## src/rtl/video_scanout.sv

```systemverilog
// video_scanout: framebuffer scanout stage.
// Fetches one byte per 8-pixel character cell from synchronous-read RAM and
// shifts it out MSB-first on 'video'. The bitplane (red/green) is chosen per
// line from field_green, so alternating colour-shutter fields show each plane.
// Line and character addressing live here; the raster generator only supplies
// the field_start / line_start / active strobes.

module video_scanout #(
  parameter int LINES  = 240,
  parameter int CHARS  = 64,
  parameter int LINE_W = 8,
  parameter int CHAR_W = 6
) (
  input  logic                     clk_pixel,
  input  logic                     rst_n,
  input  logic                     field_start,
  input  logic                     line_start,
  input  logic                     active,
  input  logic                     field_green,
  output logic [LINE_W+CHAR_W:0]   mem_addr,
  output logic                     mem_en,
  input  logic [7:0]               mem_data,
  output logic                     video,
  output logic                     underrun
);

  localparam logic [LINE_W-1:0] LINES_MAX = LINE_W'(LINES);
  localparam logic [CHAR_W:0]   CHARS_MAX = (CHAR_W + 1)'(CHARS);
  localparam logic [CHAR_W:0]   CHAR_ONE  = (CHAR_W + 1)'(1);

  // Line addressing: next line to fetch, and the line currently being shown
  logic [LINE_W-1:0] line_ctr;
  logic [LINE_W-1:0] cur_line;
  logic              line_valid;
  logic              plane;

  // Character and pixel position within the current line
  logic [CHAR_W:0]   char_ctr;
  logic [2:0]        pix_ctr;

  // Pixel datapath: output shifter plus one-byte prefetch buffer
  logic [7:0]        shift;
  logic [7:0]        hold;
  logic              hold_valid;
  logic              rd_pend;

  // Derived control terms
  logic [LINE_W-1:0] fetch_line;
  logic              line_ok;
  logic [CHAR_W:0]   char_next;
  logic              cell_load;
  logic              cell_fetch;
  logic              cell_starved;

  // field_start in the same cycle as line_start forces the fetch onto line 0.
  assign fetch_line = field_start ? '0 : line_ctr;
  assign line_ok    = (fetch_line < LINES_MAX);
  assign char_next  = char_ctr + CHAR_ONE;

  // A cell boundary is the first pixel of each group of 8 within active.
  // A line_start overlapping active restarts the counters instead.
  assign cell_load    = active && !line_start && (pix_ctr == 3'd0);
  assign cell_fetch   = cell_load && line_valid && (char_next < CHARS_MAX);
  assign cell_starved = cell_load && !hold_valid && line_valid && (char_ctr < CHARS_MAX);

  // Line/character addressing and the framebuffer read strobe
  always_ff @(posedge clk_pixel or negedge rst_n) begin
    if (!rst_n) begin
      line_ctr   <= '0;
      cur_line   <= '0;
      line_valid <= 1'b0;
      plane      <= 1'b0;
      char_ctr   <= '0;
      mem_en     <= 1'b0;
      mem_addr   <= '0;
    end else begin
      mem_en <= 1'b0;
      if (line_start) begin
        char_ctr   <= '0;
        plane      <= field_green;
        cur_line   <= fetch_line;
        line_valid <= line_ok;
        line_ctr   <= line_ok ? fetch_line + 1'b1 : LINES_MAX;
        if (line_ok) begin
          mem_en   <= 1'b1;
          mem_addr <= {field_green, fetch_line, {CHAR_W{1'b0}}};
        end
      end else begin
        if (field_start) begin
          line_ctr <= '0;
        end
        if (cell_load) begin
          if (char_ctr < CHARS_MAX) begin
            char_ctr <= char_next;
          end
          if (cell_fetch) begin
            mem_en   <= 1'b1;
            mem_addr <= {plane, cur_line, char_next[CHAR_W-1:0]};
          end
        end
      end
    end
  end

  // Capture read data one cycle after each strobe into the prefetch buffer
  always_ff @(posedge clk_pixel or negedge rst_n) begin
    if (!rst_n) begin
      rd_pend    <= 1'b0;
      hold       <= '0;
      hold_valid <= 1'b0;
    end else begin
      rd_pend <= mem_en;
      if (rd_pend) begin
        hold <= mem_data;
      end
      if (line_start) begin
        hold_valid <= 1'b0;
      end else if (rd_pend) begin
        hold_valid <= 1'b1;
      end else if (cell_load) begin
        hold_valid <= 1'b0;
      end
    end
  end

  // Serialize the held byte MSB-first and flag cells that found no data
  always_ff @(posedge clk_pixel or negedge rst_n) begin
    if (!rst_n) begin
      video    <= 1'b0;
      shift    <= '0;
      pix_ctr  <= '0;
      underrun <= 1'b0;
    end else begin
      if (line_start || !active) begin
        video   <= 1'b0;
        pix_ctr <= '0;
      end else if (pix_ctr == 3'd0) begin
        if (hold_valid) begin
          video <= hold[7];
          shift <= {hold[6:0], 1'b0};
        end else begin
          video <= 1'b0;
          shift <= '0;
        end
        pix_ctr <= 3'd1;
      end else begin
        video   <= shift[7];
        shift   <= {shift[6:0], 1'b0};
        pix_ctr <= pix_ctr + 3'd1;
      end
      if (cell_starved) begin
        underrun <= 1'b1;
      end
    end
  end

endmodule

```

## config.mk

```make
export PLATFORM = sky130hd
export DESIGN_NAME = video_scanout
export DESIGN_NICKNAME = d
export VERILOG_FILES = /design/src/rtl/video_scanout.sv
export SDC_FILE = /design/constraint.sdc
export NUM_CORES = 1
export LEC_CHECK = 0
export BUFFER_PORTS_ARGS = -buffer_cell sky130_fd_sc_hd__buf_4
export CORE_MARGIN = 5
export CORE_UTILIZATION = 50
export DETAILED_ROUTE_END_ITERATION = 8
export PLACE_DENSITY = 0.69
export REMOVE_ABC_BUFFERS = 1
export SYNTH_ARGS = -nofsm -noshare
export SYNTH_HDL_FRONTEND = slang
export SYNTH_SLANG_ARGS = --single-unit
```

## constraint.sdc

```tcl
create_clock -name clk_pixel -period 3 [get_ports clk_pixel]
set_input_delay 0 -clock clk_pixel [delete_from_list [all_inputs] [get_ports clk_pixel]]
set_output_delay 0 -clock clk_pixel [all_outputs]
set_load 0.02 [all_outputs]
```

==> impl_metrics.env, run 1 <==
export IMPL_ys_seq_area_share_pct=57.7
export IMPL_synth_area_top_cells="dfrtp_1 (58%), mux2_2 (8.2%), mux2_4 (4.9%)"
export IMPL_hold_path_class="in -> reg"
export IMPL_synthSimpleGateAreaFrac_pct=11.2
export IMPL_numPortBuffers=31
export IMPL_h_tree_depth=3
export IMPL_wl_met2_um=2320
export IMPL_grt_pass1_vias=1806
export IMPL_num_rows=27
export IMPL_nets=275
export IMPL_setup_viol=0
export IMPL_via_per_inst=5.16
export IMPL_syn_to_final_growth_pct=20.8
export IMPL_clkTransAtPathRegs_ps=70
export IMPL_ioPinCount=32
export IMPL_cts_root_buf="clkbuf_8"
export IMPL_synth_largest_area_cell="dfrtp_1"
export IMPL_critPathRequiredTime_ps=3220
export IMPL_finalMaxSlewViolations=0
export IMPL_dpl_hpwl_um=3160
export IMPL_start_util_pct=50.5
export IMPL_cp_max_fo=10
export IMPL_ctsLongestPathBuffers=2
export IMPL_synth_edff_count=0
export IMPL_fin_setup_tns_ps=0
export IMPL_drv_cap=0
export IMPL_hold_violations=0
export IMPL_ys_flop_type="dfrtp_1"
export IMPL_synth_area_um2=2730
export IMPL_grt_pass1_wl_um=8770
export IMPL_setup_ws_ps=700
export IMPL_leakage_nw=1.59
export IMPL_finalCritPeriodShare_pct=76.7
export IMPL_synth_async_reset_ratio_pct=100
export IMPL_rsz0062_at_grt="no"
export IMPL_die_area_um2=7040
export IMPL_ys_seq_elements=63
export IMPL_m1WireLength_um=2350
export IMPL_cts_tree="built"
export IMPL_tightest_slew_ps=787
export IMPL_synth_top_family_by_area="multiplexers"
export IMPL_insertion_delay_ps=340
export IMPL_crit_slowest_cell="a211oi_4"
export IMPL_ir_drop_mv=0.252
export IMPL_seq_area_um2=1580
export IMPL_drt_pass1_iter_count=5
export IMPL_highest_layer="met4"
export IMPL_path_class="reg -> reg"
export IMPL_wl_per_cell_um=15.0
export IMPL_synth_adder_area_share_pct=1.83
export IMPL_finClkSkew_ps=5.17
export IMPL_multiInputGateArea_um2=1060
export IMPL_clock_sinks=63
export IMPL_initialDrtViolationCount=112
export IMPL_startpoint_type="flip-flop"
export IMPL_antenna_found_initial=0
export IMPL_route_met3_wl_um=215
export IMPL_detail_route_antenna_nets=0
export IMPL_powerDensity_nw_per_um2=536
export IMPL_grt_usage_pct=15.9
export IMPL_muxShareOfSynthArea_pct=13.2
export IMPL_synth_xor_area_share_pct=4.49
export IMPL_final_cell_area_um2=3300
export IMPL_slowest_delay_ps=490
export IMPL_dpl_cell_area_um2=3010
export IMPL_period_needed_ps=2300
export IMPL_yosysWarnings=0
export IMPL_fillCellCount=440
export IMPL_die_x_um=83.9
export IMPL_grt_start_max_net_pins=64
export IMPL_cp_cell_sequence="ha_1 -> nand3_2 -> or2_4 -> a211oi_4 -> buf_4 -> mux2_2"
export IMPL_min_path_cells=2
export IMPL_relSlewSlack_pct=47.5
export IMPL_routabilityCongestion=0.727
export IMPL_routed_wl_um=5000
export IMPL_drive_gt1_share_pct=31.7
export IMPL_synth_compound_area_share_pct=8.02
export IMPL_synth_cells=212
export IMPL_die_h_um=83.9
export IMPL_core_area_um2=5410
export IMPL_max_freq_ghz=0.435
export IMPL_overflow=0
export IMPL_outcome="finished clean"
export IMPL_syn_avg_cell_area_um2=12.9
export IMPL_ff2ff_path_depth=6
export IMPL_hold_slack_ps=27.9
export IMPL_yosysMostFrequentCell="dfrtp_1"
export IMPL_fin_cells=334
export IMPL_cp_end_kind="flip-flop"
export IMPL_placed_cells=307
export IMPL_via_count=1723
export IMPL_drc=0
export IMPL_cts_buffers=9
export IMPL_synth_top_area_share_pct=57.7
export IMPL_cts_resized=0
export IMPL_num_antenna_cells=0
export IMPL_critPathArrivalTime_ps=2520
export IMPL_synth_commonest_cells="dfrtp_1 (63), mux2_2 (20), nor2_1 (15)"
export IMPL_ys_types=38
export IMPL_pre_cts_ws_ps=707
-- placed cells by master (no fill, tap or decap), types with 2 or more instances in the layout --
master / count
a21oi_1: 4
a222oi_1: 6
a22o_1: 5
and2_1: 5
buf_4: 32
clkbuf_8: 11
clkinv_2: 4
dfrtp_1: 63
dlygate4sd3_1: 11
ha_1: 4
inv_1: 13
mux2_2: 20
mux2_4: 9
nand2_1: 6
nand2b_1: 2
nand3_1: 4
nor2_1: 15
nor2b_1: 5
nor3_1: 2
nor3b_1: 2
o21ai_0: 7
xnor2_1: 9
xor2_1: 5
-- worst paths after layout --
kind	endpoint	slack, ps	from
worst max-delay path	mem_addr[3]	700	char_ctr[0]
worst min-delay path	char_ctr[3]	30	line_start
min in group asynchronous	shift[2]	290	rst_n
worst max register to register	mem_addr[3]	700	char_ctr[0]
max in group asynchronous	shift[5]	2190	rst_n
worst min register to register	rd_pend	370	mem_en
-- stage by stage --
step,power [mW],util [%]
detailed placement,1.12,55.7
floorplan,1.04,-
finish,1.77,61.0
global route,1.85,61.0
CTS,1.78,61.0
global placement,1.12,55.7
-- what timing repair did --
item                      in CTS  in global routing
setup buffers                  0                  0
hold endpoints to repair      75                  0
hold buffers                  11                  0
-- area by class of cell --
type / count / area share [%]
inverters: 13 / 1.48
clock buffers: 12 / 4.70
multi-input cells: 127 / 32.1
repair buffers: 43 / 10.6
clock inverters: 4 / 0.607
well taps: 72 / 2.73
flip-flops and latches: 63 / 47.8
-- report_power, final --
group	internal [mW]	switching, mW
registers	0.900	0.0306
clock network	0.339	0.315
logic	0.0931	0.0902
total	1.33	0.435
-- registers in the layout (all words and copies together) (netlist names), 3 cells and up --
signal	flops
pix_ctr	3
shift	7
hold	8
mem_addr	15
line_ctr	8
char_ctr	7
cur_line	8
-- layer usage --
layer	global-route usage (%)	vias up
li1	-	829
met1	21.8	848
met2	23.4	35
met3	3.65	11
met4	8.33	0
met5	0	-
-- critical path, delay by kind of cell (launching register included) --
family                     cells  cell delay [ps]
muxes                          1              350
and+or+nand+nor                2              370
DFF                            1              410
AOI/OAI and AO/OA              1              490
adders and majority gates      1              260
buffers and inverters          1              310
-- cells by family (layout without fill, tap and decap cells) --
group,count (synthesis),in the layout
flip-flops,63,63
AND/OR/NAND/NOR,52,52
multiplexers,29,29
AO/OA/AOI/OAI,28,28
buffers and inverters,22,72
XOR/XNOR,14,14
adder cells (fa/ha/maj),4,4
(Power assumes the default switching activity.)
==> inputs of run 2 (changes only) <==
Settings changed: ABC_AREA from default to 1.
Clock period 3 ns to 2.3 ns, I/O delays scaled along.
==> impl_metrics.env, run 2 <==
export IMPL_outcome="finished clean"
export IMPL_cp_end_kind="flip-flop"
export IMPL_synth_area_um2=2740
export IMPL_synth_cells=312
export IMPL_synth_edff_count=0
export IMPL_fillCellCount=475
export IMPL_syn_to_final_growth_pct=21.8
export IMPL_slowest_delay_ps=390
export IMPL_grt_usage_pct=18.2
export IMPL_synth_largest_area_cell="dfrtp_1"
export IMPL_critPathRequiredTime_ps=2580
export IMPL_routabilityCongestion=0.782
export IMPL_core_area_um2=5410
export IMPL_ys_flop_type="dfrtp_1"
export IMPL_synthSimpleGateAreaFrac_pct=26.8
export IMPL_drc=0
export IMPL_synth_area_top_cells="dfrtp_1 (58%), nand2_1 (14%), nand3_1 (7.0%)"
export IMPL_powerDensity_nw_per_um2=737
export IMPL_die_area_um2=7050
export IMPL_synth_top_family_by_area="simple AND/OR/NAND/NOR gates"
export IMPL_fin_setup_tns_ps=0
export IMPL_initialDrtViolationCount=134
export IMPL_synth_compound_area_share_pct=7.27
export IMPL_top_register="mem_addr"
export IMPL_ys_seq_elements=63
export IMPL_grt_pass1_vias=2264
export IMPL_synth_xor_area_share_pct=0.320
export IMPL_antenna_found_initial=0
export IMPL_yosysMostFrequentCell="nand2_1"
export IMPL_dpl_hpwl_um=3850
export IMPL_die_x_um=84.0
export IMPL_leakage_nw=1.72
export IMPL_synth_top_area_share_pct=57.6
export IMPL_cp_max_fo=16
export IMPL_relSlewSlack_pct=46.4
export IMPL_overflow=0
export IMPL_drive_gt1_share_pct=16.6
export IMPL_cp_cell_sequence="inv_1 -> ha_1 -> inv_1 -> nor2_1 -> nand2_2 -> nor2_4 -> nand3_4 -> nand2_4 -> nand2_1 -> nand2_1"
export IMPL_wl_per_cell_um=13.2
export IMPL_crit_slowest_cell="dfrtp_1"
export IMPL_ctsLongestPathBuffers=2
export IMPL_cts_resized=0
export IMPL_num_antenna_cells=0
export IMPL_finalMaxSlewViolations=0
export IMPL_cts_root_buf="clkbuf_8"
export IMPL_grt_start_max_net_pins=64
export IMPL_rsz0062_at_grt="no"
export IMPL_routed_wl_um=5720
export IMPL_cts_buffers=9
export IMPL_start_util_pct=50.6
export IMPL_clock_sinks=63
export IMPL_die_h_um=84.0
export IMPL_nets=376
export IMPL_post_cts_buffers=0
export IMPL_critPathArrivalTime_ps=1970
export IMPL_path_class="reg -> reg"
export IMPL_finalCritPeriodShare_pct=73.5
export IMPL_drt_pass1_iter_count=4
export IMPL_startpoint_type="flip-flop"
export IMPL_ioPinCount=32
export IMPL_numPortBuffers=31
export IMPL_multiInputGateArea_um2=992
export IMPL_via_count=2162
export IMPL_period_needed_ps=1690
export IMPL_tightest_slew_ps=804
export IMPL_hold_path_class="in -> reg"
export IMPL_layout_common_cells="nand2_1 (104), dfrtp_1 (63), nand3_1 (38), buf_4 (33), inv_1 (30)"
export IMPL_ys_types=27
export IMPL_synth_async_reset_ratio_pct=100
export IMPL_drv_cap=0
export IMPL_via_per_inst=4.98
export IMPL_synth_commonest_cells="nand2_1 (104), dfrtp_1 (63), nand3_1 (38)"
export IMPL_muxShareOfSynthArea_pct=0
export IMPL_largest_register_ffs=15
export IMPL_placed_cells=408
export IMPL_fin_cells=434
export IMPL_clkTransAtPathRegs_ps=70
export IMPL_cts_tree="built"
export IMPL_h_tree_depth=3
export IMPL_grt_pass1_wl_um=10300
export IMPL_postCtsHoldBufs=11
export IMPL_ys_seq_area_share_pct=57.6
export IMPL_num_rows=27
export IMPL_setup_viol=0
export IMPL_ir_drop_mv=0.433
export IMPL_detail_route_antenna_nets=0
export IMPL_hold_violations=0
export IMPL_synth_adder_area_share_pct=1.83
export IMPL_seq_area_um2=1580
export IMPL_insertion_delay_ps=340
export IMPL_max_freq_ghz=0.592
export IMPL_yosysWarnings=0
export IMPL_syn_avg_cell_area_um2=8.77
export IMPL_finClkSkew_ps=5.68
export IMPL_final_common_cell="nand2_1"
run 2: cell count changes in the layout (fill, tap and decap cells not counted), moves of 3 or more:
| cell | change |
|---|---|
| a22o_1 | -5 |
| o21ai_0 | +16 |
| mux2_2 | -20 |
| mux2_4 | -9 |
| nand2_1 | +98 |
| and2_1 | -5 |
| a222oi_1 | -6 |
| inv_1 | +17 |
| xnor2_1 | -8 |
| xor2_1 | -5 |
| nand3_1 | +34 |
| nor2b_1 | -5 |
| nor2_4 | +3 |
run 2: critical path: cells and delay by family (launching register included):
kind | cells | cell delay (ps)
adders and majority gates | 1 | 130
and+or+nand+nor | 7 | 1020
DFF | 1 | 390
buffers and inverters | 2 | 90
run 2: area by class of cell:
cell class	count	share of cell area [%]
timing repair buffer	44	10.7
multi-input combinational	208	29.8
sequential	63	47.3
clock inverter	4	1.35
inverter	32	3.60
tap	72	2.70
clock buffer	11	4.54
run 2: final timing paths:
| path | startpoint | endpoint | slack (ps) | depth (start not counted) |
|---|---|---|---|---|
| worst max-delay path | pix_ctr[0] | mem_addr[13] | 610 | 10 |
| worst min-delay path | line_start | plane | 40 | 3 |
| worst max register to register | pix_ctr[0] | mem_addr[13] | 610 | 10 |
| worst min register to register | mem_en | rd_pend | 410 | 0 |
| max in group asynchronous | rst_n | char_ctr[6] | 1470 | 2 |
| min in group asynchronous | rst_n | pix_ctr[2] | 290 | 2 |
run 2: layer usage:
metal	part of all wire (%)	up-vias	GRT usage (%)	wire length (um)
met2	46	39	28.3	2650
met4	0.91	0	5.41	52
li1	-	1086	-	-
met1	49	1031	23.8	2770
met5	0	-	0	0
met3	4.3	6	6.91	246
run 2: stage by stage:
step                      hold WS, ps  total power, mW  utilization [%]  worst slack [ps]  cell area [um2]
after floorplan                  -296             1.39                -               761             2690
after global placement            141             1.51             56.0               618             3030
after CTS                        15.6             2.49             61.7               586             3330
after global routing             38.8             2.59             61.7               413             3330
final                            36.6             2.46             61.7               610             3330
after detailed placement          138             1.51             56.0               596             3030
run 2: logic make-up after synthesis:
logic type      count (synthesis)
buf+inv                        41
compound gates                 36
xor+xnor                        1
flops                          63
simple gates                  167
fa+ha+maj                       4
run 2: power by group:
group          total [mW]  internal [mW]  switching [mW]
combinational       0.268          0.104           0.164
sequential           1.24           1.18          0.0518
clock               0.952          0.548           0.405
total                2.46           1.84           0.620
==> inputs of run 3 (changes only) <==
Settings changed: PLACE_DENSITY 0.69 to 0.72.
Clock period 2.3 ns to 1.48 ns, I/O delays scaled along.
==> impl_metrics.env, run 3 (synthesis results as in run 2) <==
export IMPL_pre_cts_ws_ps=-30.2
export IMPL_tightest_slew_ps=412
export IMPL_core_area_um2=5410
export IMPL_cts_tree="built"
export IMPL_final_common_cell="nand2_1"
export IMPL_ioPinCount=32
export IMPL_drive_gt1_share_pct=23.9
export IMPL_cp_end_kind="flip-flop"
export IMPL_clock_sinks=63
export IMPL_grt_pass1_wl_um=10700
export IMPL_num_rows=27
export IMPL_finClkSkew_ps=8.04
export IMPL_drt_pass1_iter_count=4
export IMPL_top_register="mem_addr"
export IMPL_die_area_um2=7050
export IMPL_grt_start_max_net_pins=33
export IMPL_crit_path_frequent_cell="nor2_4"
export IMPL_final_core_util_pct=66.1
export IMPL_critPathArrivalTime_ps=1740
export IMPL_setup_viol=12
export IMPL_antenna_found_initial=0
export IMPL_overflow=0
export IMPL_start_util_pct=50.6
export IMPL_startpoint_type="flip-flop"
export IMPL_critPathRequiredTime_ps=1710
export IMPL_finalCritPeriodShare_pct=102
export IMPL_netSwitchingPower_mw=1.02
export IMPL_syn_to_final_growth_pct=30.5
export IMPL_drc=0
export IMPL_final_cell_area_um2=3570
export IMPL_crit_slowest_cell="dfrtp_1"
export IMPL_finalMaxSlewViolations=0
export IMPL_outcome="finished, violations left"
export IMPL_grt_usage_pct=19.1
export IMPL_drv_cap=0
export IMPL_routabilityCongestion=0.805
export IMPL_die_x_um=84.0
export IMPL_cts_buffers=9
export IMPL_dpl_cell_area_um2=3140
export IMPL_nets=393
export IMPL_period_needed_ps=1510
export IMPL_initialDrtViolationCount=42
export IMPL_die_h_um=84.0
export IMPL_largest_register_ffs=15
export IMPL_cts_root_buf="clkbuf_8"
export IMPL_clkTransAtPathRegs_ps=70
export IMPL_num_antenna_cells=0
export IMPL_via_count=2237
export IMPL_max_freq_ghz=0.663
export IMPL_violations="negative setup slack"
export IMPL_h_tree_depth=3
export IMPL_detail_route_antenna_nets=0
export IMPL_hold_path_class="in -> reg"
export IMPL_wl_per_cell_um=13.3
export IMPL_grt_pass1_vias=2282
export IMPL_relSlewSlack_pct=72.5
export IMPL_numPortBuffers=31
export IMPL_fillCellCount=439
export IMPL_routed_wl_um=6010
export IMPL_via_per_inst=4.95
export IMPL_rsz0062_at_grt="yes"
export IMPL_hold_violations=0
export IMPL_ctsLongestPathBuffers=2
export IMPL_sw_frac_of_total_pct=25.5
export IMPL_powerDensity_nw_per_um2=1120
export IMPL_layout_common_cells="nand2_1 (103), dfrtp_1 (63), buf_4 (46), nand3_1 (32), inv_1 (26)"
export IMPL_cp_cell_sequence="inv_1 -> ha_2 -> inv_2 -> nor2_4 -> nand2_4 -> nor2_4 -> nand3_4 -> buf_12 -> nand3_1 -> nand2_1"
export IMPL_setup_ws_ps=-28.5
export IMPL_pwr_share_clk_pct=39.2
export IMPL_ir_drop_mv=0.568
export IMPL_combPwrFrac_pct=12.9
export IMPL_p_int_mw=2.97
export IMPL_path_class="reg -> reg"
export IMPL_cp_max_fo=11
export IMPL_dpl_hpwl_um=4030
export IMPL_leakage_nw=1.82
export IMPL_seqPwrFrac_pct=47.9
export IMPL_fin_setup_tns_ps=-230
export IMPL_insertion_delay_ps=340
export IMPL_slowest_delay_ps=380
## run 3: worst max-delay path, delay by kind of cell, from the launching register on
kind	cells	cell delay [ps]
adders and majority gates	1	170
buffers and inverters	3	270
DFF	1	380
and+or+nand+nor	6	570
## run 3: layout make-up
class	instances	area, um2	area share (%)
multi-input combinational	208	1060	29.6
clock buffer	13	169	4.73
tap	72	90.1	2.52
clock inverter	3	40.0	1.12
timing repair buffer	61	517	14.5
inverter	32	120	3.36
sequential	63	1580	44.1
## run 3: timing repair
item,4_1_cts,5_1_grt
hold endpoints to repair,75,0
pin swaps,3,7
gates resized for setup,4,16
endpoints found under the setup margin,15,28
hold buffers,12,0
setup buffers,2,2
## run 3: per-stage QoR
stage	cells	hold slack, ps	total power [mW]
5_1_grt	452	12.4	4.21
4_1_cts	450	4.31	4.01
3_3_place_gp	420	-36.0	2.39
3_5_place_dp	420	-38.0	2.40
6_report	452	16.8	3.99
2_1_floorplan	303	-296	2.16
## run 3: power groups by stage
stage	clock [mW]	combinational, mW	sequential [mW]
after CTS	1.59	0.502	1.91
after detailed placement	0	0.463	1.94
after global placement	0	0.449	1.94
after floorplan	0	0.194	1.97
after global routing	1.70	0.581	1.92
final	1.56	0.515	1.91
## run 3: path summary, 6_finish.rpt
path / startpoint / endpoint / slack (ps) / cells after the start
setup / recovery: pix_ctr[0] / mem_addr[12] / -30 / 10
hold / removal: line_start / cur_line[3] / 20 / 3
min in group asynchronous: rst_n / shift[2] / 140 / 2
hold reg to reg: mem_en / rd_pend / 370 / 0
max in group asynchronous: rst_n / char_ctr[2] / 830 / 3
setup reg to reg: pix_ctr[0] / mem_addr[12] / -30 / 10
## run 3: layer usage
| layer | share of wire, % | vias up | GRT usage [%] |
|---|---|---|---|
| met5 | 0 | - | 0 |
| met4 | 2.4 | 0 | 8.48 |
| met3 | 3.8 | 14 | 5.13 |
| met2 | 49 | 38 | 30.2 |
| met1 | 45 | 1063 | 24.5 |
| li1 | - | 1122 | - |
